**config.mk**
```make
export PLATFORM = sky130hd
export DESIGN_NAME = temp_sampler
export DESIGN_NICKNAME = d
export VERILOG_FILES = /design/src/rtl/temp_sampler_pkg.sv /design/src/rtl/q_round_sat.sv /design/src/rtl/temp_sampler.sv
export SDC_FILE = /design/constraint.sdc
export NUM_CORES = 1
export LEC_CHECK = 0
export BUFFER_PORTS_ARGS = -buffer_cell sky130_fd_sc_hd__clkbuf_2
export CAP_MARGIN = 20
export CELL_PAD_IN_SITES_DETAIL_PLACEMENT = 1
export CELL_PAD_IN_SITES_GLOBAL_PLACEMENT = 1
export CORE_MARGIN = 3
export CORE_UTILIZATION = 43
export DETAILED_ROUTE_END_ITERATION = 12
export PLACE_DENSITY_LB_ADDON = 0.25
export SKIP_CTS_REPAIR_TIMING = 1
export SLEW_MARGIN = 30
export SYNTH_ARGS = -nofsm -noshare
export SYNTH_HDL_FRONTEND = slang
export SYNTH_HIERARCHICAL = 1
export SYNTH_SLANG_ARGS = --single-unit
```
**constraint.sdc**
```tcl
create_clock -name clk -period 7.2 [get_ports clk]
set_input_delay 0.72 -clock clk [delete_from_list [all_inputs] [get_ports clk]]
set_output_delay 0.72 -clock clk [all_outputs]
set_load 0.02 [all_outputs]
```
**src/rtl/temp_sampler_pkg.sv**
```systemverilog
// rtl/temp_sampler_pkg.sv - shared widths and FSM state type for the temperature sampler
package temp_sampler_pkg;

  localparam int RAW_W        = 12;
  localparam int RAW_FRAC     = 4;
  localparam int AVG_LOG2_MAX = 4;
  localparam int ACC_W        = 17;

  typedef enum logic [1:0] {
    WAIT = 2'd0,
    ACC  = 2'd1,
    EMIT = 2'd2
  } state_t;

endpackage

```
**src/rtl/q_round_sat.sv**
```systemverilog
// rtl/q_round_sat.sv - round-half-up arithmetic shift and saturation to signed Q7.0
module q_round_sat
  import temp_sampler_pkg::*;
(
  input  logic signed [ACC_W-1:0] acc_in,
  input  logic        [3:0]       shift,
  output logic signed [7:0]       q_out
);

  // One extra bit of headroom so the rounding bias can never wrap the sum.
  logic signed [ACC_W:0] bias;
  logic signed [ACC_W:0] sum;
  logic signed [ACC_W:0] shifted;

  // Add half an LSB of the result, shift arithmetically, then clip to 8 bits.
  always_comb begin
    bias = '0;
    if (shift != 4'd0) begin
      bias = (ACC_W + 1)'(1) << (shift - 4'd1);
    end
    sum     = {acc_in[ACC_W-1], acc_in} + bias;
    shifted = sum >>> shift;
    if ((&shifted[ACC_W:7]) || (~|shifted[ACC_W:7])) begin
      q_out = shifted[7:0];
    end else if (shifted[ACC_W]) begin
      q_out = 8'sh80;
    end else begin
      q_out = 8'sh7F;
    end
  end

endmodule

```
**src/rtl/temp_sampler.sv**
```systemverilog
// rtl/temp_sampler.sv - block-averaging temperature sampler with stale timeout and estimator restart
module temp_sampler
  import temp_sampler_pkg::*;
(
  input  logic              clk,
  input  logic              rst_n,
  input  logic [RAW_W-1:0]  raw_data,
  input  logic              raw_valid,
  output logic              raw_ready,
  input  logic [2:0]        avg_log2,
  input  logic [15:0]       timeout_cyc,
  input  logic              dt_mode,
  output logic signed [7:0] T_cur,
  output logic              t_valid,
  output logic              init,
  output logic              stale
);

  state_t                  state;
  state_t                  state_next;
  logic signed [ACC_W-1:0] acc;
  logic [4:0]              blk_cnt;
  logic [2:0]              len_log2;
  logic [15:0]             idle_cnt;
  logic                    pend_init;
  logic                    dt_d;
  logic                    accept;
  logic                    timeout;
  logic                    dt_rise;
  logic [2:0]              avg_eff;
  logic signed [ACC_W-1:0] raw_ext;
  logic signed [7:0]       q_val;

  assign avg_eff = (avg_log2 > 3'(AVG_LOG2_MAX)) ? 3'(AVG_LOG2_MAX) : avg_log2;
  assign raw_ext = {{(ACC_W - RAW_W){raw_data[RAW_W-1]}}, raw_data};
  assign dt_rise = dt_mode & ~dt_d;

  // Handshake, timeout detection and next-state selection; an accept beats a timeout.
  always_comb begin
    state_next = state;
    raw_ready  = rst_n && (state != EMIT);
    accept     = raw_valid && raw_ready;
    timeout    = (timeout_cyc != 16'd0) && (idle_cnt == timeout_cyc) && !accept;
    case (state)
      WAIT: begin
        if (accept) begin
          state_next = (avg_eff == 3'd0) ? EMIT : ACC;
        end
      end
      ACC: begin
        if (accept && ((blk_cnt + 5'd1) == (5'd1 << len_log2))) begin
          state_next = EMIT;
        end
      end
      EMIT:    state_next = WAIT;
      default: state_next = WAIT;
    endcase
    if (timeout) begin
      state_next = WAIT;
    end
  end

  // FSM state register.
  always_ff @(posedge clk or negedge rst_n) begin
    if (!rst_n) begin
      state <= WAIT;
    end else begin
      state <= state_next;
    end
  end

  // Accumulation, idle tracking, restart bookkeeping and result registration.
  always_ff @(posedge clk or negedge rst_n) begin
    if (!rst_n) begin
      acc       <= '0;
      blk_cnt   <= '0;
      len_log2  <= '0;
      idle_cnt  <= '0;
      T_cur     <= '0;
      t_valid   <= 1'b0;
      init      <= 1'b0;
      stale     <= 1'b1;
      pend_init <= 1'b1;
      dt_d      <= 1'b0;
    end else begin
      t_valid <= 1'b0;
      init    <= 1'b0;
      dt_d    <= dt_mode;

      if (accept) begin
        idle_cnt <= '0;
      end else if (idle_cnt != 16'hFFFF) begin
        idle_cnt <= idle_cnt + 16'd1;
      end

      // A rise during EMIT is folded straight into that emit below.
      if (dt_rise && (state != EMIT)) begin
        pend_init <= 1'b1;
      end

      if (timeout) begin
        stale     <= 1'b1;
        pend_init <= 1'b1;
        acc       <= '0;
        blk_cnt   <= '0;
      end else if (accept) begin
        if (state == WAIT) begin
          len_log2 <= avg_eff;
          acc      <= raw_ext;
          blk_cnt  <= 5'd1;
        end else begin
          acc     <= acc + raw_ext;
          blk_cnt <= blk_cnt + 5'd1;
        end
      end

      if (state == EMIT) begin
        T_cur     <= q_val;
        t_valid   <= 1'b1;
        stale     <= 1'b0;
        init      <= pend_init | dt_rise;
        pend_init <= 1'b0;
      end
    end
  end

  q_round_sat u_round (
    .acc_in (acc),
    .shift  ({1'b0, len_log2} + 4'(RAW_FRAC)),
    .q_out  (q_val)
  );

endmodule

```
==> impl_metrics.csv, run 1 <==
group,metric,value,unit
run_status,status,"completed",
floorplan,die_w,120,microns
placed_design,routabilityCongestion,0.924,
min_path,min_from,"stale$_DFFE_PN1P_",
synth,syn_nets,792,
synth,synth_area,0.00561,sq mm
layout,utilization,48.3,%
detailed_routing,wl,17200,microns
clock_tree,clk_path_buf_depth,2,
layout,antennaDiodeCount,0,
min_path,hold_class,"flop to flop",
synth,netlist_instances,721,
timing,rsz0062_at_grt,"no",
timing,skew,0.0114,ns
power_and_ir_drop,total_power,2.78,mW
setup_path,worstReg2RegStart,"len_log2[2]$_DFFE_PN0P_",
timing,fin_ws,1.78,ns
detailed_routing,drtIter0Drc,313,
floorplan,start_util,44.3,%
setup_path,worst_setup_path_end_kind,"flop",
power_and_ir_drop,power.leakage,2.79,nW
setup_path,path_cells,"inv_1 > inv_1 > nand2_1 > nor2_1 > ha_1 > a21oi_1 > o21a_1 > a21oi_1 > nor3b_1 > nand2_1 > inv_1 > mux2i_1 > a221oi_1 > o221a_2 > a2111oi_2 > a41oi_2 > mux2_2 > nand2_1 > nand2_1",
setup_path,crit_type,"flop to flop",
timing,max_freq,185,MHz
clock_tree,cts_tree,"yes",
synth,netlist_top_cells_area,"dfrtp_1 (24%), nand2_1 (7.6%), ha_1 (7.6%)",
detailed_routing,wl_per_cell,18.6,microns
clock_tree,cts_max_level,2,
detailed_routing,ant_nets,0,
placed_design,dp.final_hpwl,13400,microns
placed_design,io_buffer_count,46,
layout,instances_no_fill,921,
grt,grt_use_total,24.3,%
detailed_routing,first_pass_iters,4,
timing,finalMaxSlewViolations,0,
placed_design,dp.cells,913,
synth,synth_ff_type,"dfrtp_1",
layout,area_delta_synth_final,9.14,%
synth,syn_avg_cell_area,7.78,sq um
timing,period_needed,5.42,ns
setup_path,crit_top_cell,"nand2_1",
floorplan,io_pins,47,
synth,yosysUniqueCellTypes,81,
synth,yosys_warnings,6,
timing,period_share,75.2,%
detailed_routing,viasPerCell,5.99,
timing,final_hold_viol_count,0,
timing,setup_viol,0,
setup_path,cp_num_buf_inv,3,
grt,grt-ovfl-total,0,
power_and_ir_drop,peakVddDrop,0.000189,V
grt,grt_antenna_before_repair,0,
setup_path,cpMaxStageDelayCell,"dfrtp_2",
synth,synth_edf_count,0,
flow_run,cap_violations,0,
synth,async_flop_share,100,%
power_and_ir_drop,powerDensity,454,mW/mm^2
setup_path,cp-startpoint,"len_log2[2]$_DFFE_PN0P_",
timing,slew_headroom,50.0,%
clock_tree,cts_root_buffer,"clkbuf_16",
layout,nets,819,
floorplan,die_area,0.0145,sq mm
layout,fill_cells,1637,
detailed_routing,vias,5517,
floorplan,core-area,0.0127,sq mm
synth,yosysTopAreaCellShare,24.1,%
floorplan,num_rows,41,
placed_design,pre_cts_slack,1.67,ns
timing,setup_tns,0,ns
clock_tree,numCtsBuffers,5,
setup_path,start_kind,"flop",
synth,yosys_register_bits,56,
synth,synth_area_leader_cell,"dfrtp_1",
clock_tree,clkTransAtPathRegs,0.08,ns
floorplan,fp.dieH,120,microns
setup_path,crit_arrival,5.61,ns
synth,synth-seq-area-share,25.0,%
clock_tree,clk-insertion-delay-late,0.30,ns
setup_path,path_delay_family,"compound AO/OA/AOI/OAI gates",
grt,first_global_vias,5832,
setup_path,crit_fanout,31,
timing,tightest_slew,0.751,ns
clock_tree,cts.sinks,56,
setup_path,cp_slowest_stage_delay,0.71,ns
detailed_routing,drcViolationCount,0,
grt,grt_max_degree,60,
grt,grt_first_pass_wirelength,29000,microns
layout,drive_gt1_share,12.3,%
setup_path,required,7.39,ns
[worst register-to-register path: cells and delay by family, from the launching register on]
kind                       cells  cell delay (ns)
AOI/OAI and AO/OA              7             1.78
and+or+nand+nor                6             1.06
buffers and inverters          3             0.87
DFF                            1             0.71
muxes                          2             0.55
adders and majority gates      1             0.33
[cell families after synthesis]
group           synth area share (%)
buf+inv                         3.77
other cells                   0.0668
fa+ha+maj                       8.30
mux                             6.09
flops                           25.0
xor+xnor                        8.12
compound gates                  22.9
simple gates                    25.8
[cell usage in the layout (no fill, tap or decap), types with 4 or more instances in the layout]
cell / count
a211oi_1: 7
a21o_1: 11
a21oi_1: 47
a21oi_2: 6
a22o_1: 8
a22oi_1: 4
a31oi_1: 11
and2_1: 5
and3_1: 6
buf_4: 7
clkbuf_16: 5
clkbuf_2: 46
dfrtp_1: 53
ha_1: 34
inv_1: 20
mux2_2: 4
mux2i_1: 24
nand2_1: 114
nand2b_1: 5
nand3_1: 23
nand3b_1: 6
nand4_1: 16
nor2_1: 71
nor2b_1: 4
nor3_1: 15
nor4_1: 9
o21a_1: 8
o21ai_0: 28
o21ai_1: 19
o22ai_1: 5
o31ai_1: 4
or3_1: 6
xnor2_1: 20
xor2_1: 32
[metrics by stage]
step                      area, sq um  hold slack (ns)
after CTS                        6120            0.472
final                            6120            0.471
after global routing             6120            0.501
after global placement           5970            0.454
after floorplan                  5610            0.424
after detailed placement         5970            0.461
[synthesized netlist by cell type, types with 19 or more instances]
cell type / number
a21oi_1: 47
clkbuf_1: 26
dfrtp_1: 54
ha_1: 34
inv_1: 20
mux2i_1: 24
nand2_1: 114
nand3_1: 23
nor2_1: 71
o21ai_0: 28
o21ai_1: 19
xnor2_1: 20
xor2_1: 32
[power breakdown]
group / internal, mW / switching, mW
Sequential: 0.421 / 0.139
Clock: 0.139 / 0.114
Combinational: 0.745 / 1.22
Total: 1.31 / 1.47
[registers in the layout (all words and copies together), names as in the netlist]
name / cells
T_cur: 8
acc: 17
blk_cnt: 5
dt_d: 1
idle_cnt: 16
init: 1
len_log2: 3
pend_init: 1
stale: 1
state: 2
t_valid: 1
[final timing paths]
kind                                            to  slack [ns]  depth (start not counted)
hold / removal                   stale$_DFFE_PN1P_        0.47                          2
setup / recovery              T_cur[3]$_DFFE_PN0P_        1.78                         19
min in group asynchronous     T_cur[3]$_DFFE_PN0P_        0.57                          2
setup reg to reg              T_cur[3]$_DFFE_PN0P_        1.78                         19
hold reg to reg                  stale$_DFFE_PN1P_        0.47                          2
max in group asynchronous  len_log2[2]$_DFFE_PN0P_        6.12                          2
[layout make-up]
class	count	area, sq um	share of cell area (%)
Clock buffer	7	143	2.33
Timing Repair Buffer	53	283	4.62
Inverter	20	75.1	1.23
Multi-Input combinational cell	612	4000	65.2
Clock inverter	1	7.51	0.123
Tap cell	172	215	3.51
Sequential cell	56	1410	22.9
[metal layers]
layer | wire length, microns | vias up | GRT usage, %
met1 | 7650 | 2733 | 31.3
li1 | - | 2662 | -
met5 | 0 | - | 0
met3 | 486 | 27 | 2.95
met4 | 356 | 0 | 7.51
met2 | 8680 | 95 | 42.6
(Power assumes the default switching activity.)
==> run 2: changes to the inputs <==
--- a/config.mk
+++ b/config.mk
@@ -5,12 +5,13 @@
 export SDC_FILE = /design/constraint.sdc
 export NUM_CORES = 1
 export LEC_CHECK = 0
+export ABC_AREA = 1
 export BUFFER_PORTS_ARGS = -buffer_cell sky130_fd_sc_hd__clkbuf_2
 export CAP_MARGIN = 20
 export CELL_PAD_IN_SITES_DETAIL_PLACEMENT = 1
 export CELL_PAD_IN_SITES_GLOBAL_PLACEMENT = 1
 export CORE_MARGIN = 3
-export CORE_UTILIZATION = 43
+export CORE_UTILIZATION = 39
 export DETAILED_ROUTE_END_ITERATION = 12
 export PLACE_DENSITY_LB_ADDON = 0.25
 export SKIP_CTS_REPAIR_TIMING = 1
==> constraint.sdc (replaced) <==
create_clock -name clk -period 4.8 [get_ports clk]
set_input_delay 0.48 -clock clk [delete_from_list [all_inputs] [get_ports clk]]
set_output_delay 0.48 -clock clk [all_outputs]
set_load 0.02 [all_outputs]
==> run 2 against run 1 <==
Net effect: design area rose by 13%; critical path depth did not move; critical endpoint is now T_cur[2]$_DFFE_PN0P_; synthesized area rose by 14%; register-to-register slack got worse by 0.72 ns; synthesized cell count rose by 49%; first-iteration DRC count fell by 9.9%; sequential cell count did not move; power rose by 59%; count of clock-buffer cells in the layout fell by 2; clock skew fell by 0.0023 ns.
==> impl_metrics.csv, run 2 <==
group,metric,value,unit
synth,synth_area,0.00638,sq mm
setup_path,endpoint,"T_cur[2]$_DFFE_PN0P_",
clock_tree,clk_path_buf_depth,2,
layout,largestRegisters,"acc x17, idle_cnt x16, T_cur x8",
setup_path,rr_worst_depth,19,
flow_run,cap_violations,0,
placed_design,pre_cts_slack,1.16,ns
floorplan,io_pins,47,
grt,grt_max_degree,57,
detailed_routing,vias,6910,
detailed_routing,wl_per_cell,15.2,microns
detailed_routing,first_pass_iters,5,
synth,async_flop_share,100,%
setup_path,start_kind,"flop",
run_status,status,"completed",
timing,hold_ws,0.296,ns
floorplan,core-area,0.0159,sq mm
layout,fill_cells,2276,
floorplan,start_util,40.0,%
placed_design,dp.cells,1318,
detailed_routing,drcViolationCount,0,
synth,yosys_warnings,6,
setup_path,worst_setup_path_end_kind,"flop",
power_and_ir_drop,peakVddDrop,0.000282,V
detailed_routing,ant_nets,0,
detailed_routing,viasPerCell,5.21,
setup_path,regToRegSetupSlack,1.07,ns
power_and_ir_drop,power.leakage,3.74,nW
power_and_ir_drop,powerDensity,637,mW/mm^2
synth,yosysMostFrequentCell,"nand2_1",
synth,netlist_top_cells_area,"nand2_1 (22%), dfrtp_1 (21%), nand3_1 (12%)",
timing,period_share,77.8,%
layout,mostFrequentLayoutCell,"nand2_1",
setup_path,crit_type,"flop to flop",
timing,period_needed,3.73,ns
synth,syn_nets,1144,
layout,antennaDiodeCount,0,
clock_tree,cts_tree,"yes",
synth,syn_avg_cell_area,5.94,sq um
synth,yosysTopAreaCellShare,21.9,%
synth,synthTopCellsByCount,"nand2_1 (372), nand3_1 (158), inv_1 (127)",
synth,synth_edf_count,0,
clock_tree,cts_root_buffer,"clkbuf_16",
grt,grt_first_pass_wirelength,34400,microns
timing,fin_ws,1.07,ns
layout,area_delta_synth_final,8.95,%
setup_path,crit_arrival,3.93,ns
detailed_routing,wl,20100,microns
min_path,hold_class,"input pin to flop",
grt,grt_antenna_before_repair,0,
setup_path,worstReg2RegStart,"len_log2[2]$_DFFE_PN0P_",
setup_path,crit_fanout,23,
timing,tightest_slew,0.753,ns
layout,drive_gt1_share,10.7,%
layout,instances_no_fill,1326,
setup_path,r2r_end,"T_cur[2]$_DFFE_PN0P_",
grt,grt_use_total,23.0,%
setup_path,required,5.00,ns
synth,synth-seq-area-share,22.0,%
synth,synth_ff_type,"dfrtp_1",
placed_design,routabilityCongestion,0.892,
floorplan,die_area,0.0179,sq mm
synth,synth_area_leader_cell,"nand2_1",
layout,top_register,"acc",
layout,mostFrequentLayoutCells,"nand2_1 (372), nand3_1 (158), inv_1 (127)",
timing,final_hold_viol_count,0,
timing,skew,0.00906,ns
clock_tree,numCtsBuffers,5,
placed_design,io_buffer_count,46,
synth,netlist_instances,1073,
synth,yosysUniqueCellTypes,54,
timing,slew_headroom,49.8,%
detailed_routing,drtIter0Drc,282,
clock_tree,cts.sinks,56,
grt,grt-ovfl-total,0,
timing,finalMaxSlewViolations,0,
clock_tree,cts_max_level,2,
floorplan,fp.dieH,134,microns
layout,nets,1180,
setup_path,cp-startpoint,"len_log2[2]$_DFFE_PN0P_",
timing,max_freq,268,MHz
timing,setup_tns,0,ns
timing,setup_viol,0,
placed_design,dp.final_hpwl,16300,microns
grt,first_global_vias,7046,
timing,rsz0062_at_grt,"no",
clock_tree,clk-insertion-delay-late,0.31,ns
layout,largest_reg_flops,17,
synth,yosys_register_bits,56,
clock_tree,clkTransAtPathRegs,0.07,ns
floorplan,num_rows,46,
floorplan,die_w,134,microns
-- run 2: changes by cell type after synthesis, sizes merged, moves of 10 or more --
cell,previous run,this run
xnor2,20,4
buf,7,19
xor2,32,12
nand2,114,384
a21o,11,1
nor2,73,92
clkbuf,26,6
mux2i,24,0
a21oi,53,37
nand3,23,174
inv,20,136
-- run 2: through the flow --
step           cell area [sq um]  utilization [%]  total power, mW
2_1_floorplan               6380                -             3.18
3_3_place_gp                6800             42.7             3.98
3_5_place_dp                6800             42.7             4.03
4_1_cts                     6950             43.6             4.45
5_1_grt                     6950             43.6             4.94
6_report                    6950             43.6             4.42
-- run 2: worst max-delay path: stages (launching register included) --
cell	delay (ns)
dfrtp_1	0.39
buf_4	0.29
clkinv_1	0.28
nor4_1	0.26
ha_1	0.28
nand2_1	0.16
nor2_1	0.34
nand3_1	0.20
nand4_1	0.17
nand3_1	0.14
nand3_1	0.14
nand3_1	0.12
nand3_1	0.12
nand3_1	0.07
nor2_1	0.16
nand3_2	0.14
nand3_2	0.15
nand2_1	0.08
nand2_1	0.07
nand2_1	0.05
-- run 2: worst min-delay path by stage --
stage / cells after the start / from / slack, ns / to
after floorplan: 0 / rst_n / 0.18 / T_cur[0]$_DFFE_PN0P_
after global placement: 2 / stale$_DFFE_PN1P_ / 0.45 / stale$_DFFE_PN1P_
after detailed placement: 2 / T_cur[5]$_DFFE_PN0P_ / 0.46 / T_cur[5]$_DFFE_PN0P_
after CTS: 1 / dt_mode / 0.28 / dt_d$_DFF_PN0_
after global routing: 1 / dt_mode / 0.29 / dt_d$_DFF_PN0_
final: 1 / dt_mode / 0.30 / dt_d$_DFF_PN0_
-- run 2: layer usage --
metal	vias to the layer above	routed length, microns	track usage [%]
li1	3546	-	-
met2	90	9460	39.5
met3	15	606	3.23
met4	0	149	3.20
met1	3259	9910	31.7
met5	-	0	0
-- run 2: layout make-up --
| type | instances | area (sq um) | share of cell area (%) |
|---|---|---|---|
| Clock buffer | 5 | 125 | 1.80 |
| Timing Repair Buffer | 54 | 290 | 4.18 |
| Clock inverter | 3 | 22.5 | 0.324 |
| Sequential cell | 56 | 1400 | 20.2 |
| Tap cell | 216 | 270 | 3.89 |
| Inverter | 140 | 528 | 7.60 |
| Multi-Input combinational cell | 852 | 4310 | 62.0 |
-- run 2: cells by family after synthesis --
kind of cell,synth area share [%]
compound gates,9.28
xor+xnor,2.20
fa+ha+maj,7.30
buf+inv,10.4
flops,22.0
other cells,0.0588
simple gates,48.7
-- run 2: power breakdown --
group	switching, mW	internal [mW]	leakage [nW]
Clock	0.193	0.196	0.0742
Combinational	2.18	1.04	2.95
Sequential	0.173	0.638	0.713
==> run 3: changes to the inputs <==
--- a/config.mk
+++ b/config.mk
@@ -11,7 +11,7 @@
 export CELL_PAD_IN_SITES_DETAIL_PLACEMENT = 1
 export CELL_PAD_IN_SITES_GLOBAL_PLACEMENT = 1
 export CORE_MARGIN = 3
-export CORE_UTILIZATION = 39
+export CORE_UTILIZATION = 43
 export DETAILED_ROUTE_END_ITERATION = 12
 export PLACE_DENSITY_LB_ADDON = 0.25
 export SKIP_CTS_REPAIR_TIMING = 1
==> constraint.sdc (replaced) <==
create_clock -name clk -period 3.85 [get_ports clk]
set_input_delay 0.385 -clock clk [delete_from_list [all_inputs] [get_ports clk]]
set_output_delay 0.385 -clock clk [all_outputs]
set_load 0.02 [all_outputs]
==> run 3 against run 2 <==
Net effect: worst hold slack got worse by 0.092 ns; register-to-register slack got worse by 0.71 ns; clock skew increased by 0.0011 ns; combinational power increased by 28%; fmax increased by 6.9%; sequential share of layout area about the same; power increased by 27%; critical path depth increased by 4; worst setup slack got worse by 0.71 ns; sequential cell count unchanged; critical path type unchanged; critical endpoint is now T_cur[1]$_DFFE_PN0P_; largest power group unchanged; highest routed layer unchanged.
==> impl_metrics.csv, run 3 (synthesized netlist as in run 2, its figures left out) <==
group,metric,value,unit
detailed_routing,drcViolationCount,0,
timing,slew_headroom,50.4,%
detailed_routing,viasPerCell,5.40,
layout,utilization,49.1,%
flow_run,cap_violations,0,
placed_design,dp.final_hpwl,16600,microns
timing,skew,0.0102,ns
floorplan,die_w,128,microns
layout,mostFrequentLayoutCells,"nand2_1 (369), nand3_1 (156), inv_1 (125)",
layout,top_register,"acc",
setup_path,cp_num_buf_inv,2,
layout,antennaDiodeCount,0,
timing,setup_viol,0,
timing,tightest_slew,0.744,ns
grt,grt_antenna_before_repair,0,
clock_tree,clk_path_buf_depth,2,
grt,grt_use_total,25.4,%
clock_tree,cts_max_level,2,
clock_tree,clkTransAtPathRegs,0.07,ns
timing,period_needed,3.49,ns
detailed_routing,vias,6978,
setup_path,path_cells,"inv_1 > buf_6 > nand3_1 > nor2_1 > ha_1 > nand2_1 > nor2_1 > and2_1 > nand2_2 > nand3_1 > nand3_1 > nand3_1 > nand2_1 > nand2_1 > nand3_1 > nand2_1 > nand2_1 > nor2_1 > nand3_2 > nand3_2 > nand2_1 > nand2_1 > nand2_1",
setup_path,crit_arrival,3.69,ns
detailed_routing,wl,20500,microns
floorplan,die_area,0.0163,sq mm
layout,largest_reg_flops,17,
run_status,status,"completed",
clock_tree,numCtsBuffers,5,
floorplan,fp.dieH,128,microns
detailed_routing,drtIter0Drc,378,
min_path,min_from,"dt_mode",
timing,setup_tns,0,ns
grt,grt_max_degree,57,
setup_path,crit_top_cell,"nand2_1",
setup_path,worst_setup_path_end_kind,"flop",
timing,period_share,90.8,%
layout,design_area,0.00697,sq mm
layout,nets,1182,
setup_path,start_kind,"flop",
detailed_routing,ant_nets,0,
setup_path,crit_fanout,22,
setup_path,cp-startpoint,"len_log2[0]$_DFFE_PN0P_",
floorplan,io_pins,47,
floorplan,core-area,0.0142,sq mm
layout,largestRegisters,"acc x17, idle_cnt x16, T_cur x8",
floorplan,start_util,44.9,%
clock_tree,cts_root_buffer,"clkbuf_16",
setup_path,required,4.05,ns
clock_tree,cts_tree,"yes",
power_and_ir_drop,peakVddDrop,0.000340,V
grt,grt-ovfl-total,0,
setup_path,worstReg2RegStart,"len_log2[0]$_DFFE_PN0P_",
floorplan,num_rows,43,
placed_design,routabilityCongestion,0.868,
placed_design,io_buffer_count,46,
min_path,hold_class,"input pin to flop",
grt,first_global_vias,6994,
setup_path,cpMaxStageDelayCell,"dfrtp_2",
clock_tree,cts.sinks,56,
placed_design,dp.cells,1284,
layout,drive_gt1_share,12.3,%
detailed_routing,first_pass_iters,5,
setup_path,crit_type,"flop to flop",
detailed_routing,wl_per_cell,15.8,microns
setup_path,path_delay_family,"simple AND/OR/NAND/NOR gates",
timing,finalMaxSlewViolations,0,
timing,max_freq,286,MHz
layout,area_delta_synth_final,9.36,%
clock_tree,clk-insertion-delay-late,0.31,ns
grt,grt_first_pass_wirelength,34200,microns
layout,mostFrequentLayoutCell,"nand2_1",
power_and_ir_drop,powerDensity,804,mW/mm^2
layout,instances_no_fill,1292,
timing,final_hold_viol_count,0,
power_and_ir_drop,power.leakage,3.74,nW
setup_path,cp_slowest_stage_delay,0.45,ns
placed_design,place_area,0.00677,sq mm
==> run 3: changes by cell type in the layout (fill, tap and decap cells not counted), sizes merged <==
| cell | delta |
|---|---|
| clkbuf | +1 |
| clkinvlp | +2 |
| clkinv | -3 |
| buf | +2 |
==> run 3: final cells by class <==
type | count | area, sq um
fill | 2050 | 7230
multi-input combinational | 852 | 4350
sequential | 56 | 1410
inverter | 140 | 532
timing repair buffer | 56 | 313
tap | 180 | 225
clock buffer | 6 | 129
clock inverter | 2 | 16.3
==> run 3: power breakdown <==
part / total [mW] / switching (mW) / internal [mW]
combinational: 4.11 / 2.77 / 1.34
sequential: 1.03 / 0.230 / 0.798
clock: 0.474 / 0.230 / 0.244
total: 5.61 / 3.23 / 2.38
==> run 3: worst register-to-register path, stage by stage, from the launching register on <==
cell	delay [ns]
dfrtp_2	0.45
inv_1	0.12
buf_6	0.21
nand3_1	0.15
nor2_1	0.14
ha_1	0.25
nand2_1	0.15
nor2_1	0.27
and2_1	0.19
nand2_2	0.10
nand3_1	0.09
nand3_1	0.09
nand3_1	0.13
nand2_1	0.11
nand2_1	0.10
nand3_1	0.10
nand2_1	0.08
nand2_1	0.05
nor2_1	0.13
nand3_2	0.13
nand3_2	0.16
nand2_1	0.07
nand2_1	0.06
nand2_1	0.05
==> run 3: routing by layer <==
layer	vias to the layer above	wire length (microns)	part of all wire [%]	GRT usage, %
met3	28	564	2.8	2.75
li1	3556	-	-	-
met4	0	423	2.1	6.62
met2	101	9780	48	43.7
met5	-	0	0	0
met1	3293	9710	47	34.0
==> run 3: path summary, 6_finish.rpt <==
kind                                                end  slack [ns]  cells after the start
worst max-delay path               T_cur[1]$_DFFE_PN0P_        0.36                     23
worst min-delay path                     dt_d$_DFF_PN0_        0.20                      1
worst max register to register     T_cur[1]$_DFFE_PN0P_        0.36                     23
worst min register to register        stale$_DFFE_PN1P_        0.47                      2
max in group asynchronous       len_log2[0]$_DFFE_PN0P_        3.04                      2
min in group asynchronous       idle_cnt[6]$_DFFE_PN0P_        0.26                      2
==> run 3: per-stage QoR <==
| step | hold slack (ns) | total power [mW] | setup WS (ns) |
|---|---|---|---|
| final | 0.204 | 5.61 | 0.356 |
| after global routing | 0.196 | 6.21 | -0.00994 |
| after CTS | 0.197 | 5.54 | 0.207 |
| after detailed placement | 0.463 | 5.03 | 0.242 |
| after global placement | 0.454 | 4.94 | 0.305 |
| after floorplan | 0.0894 | 3.96 | 0.357 |
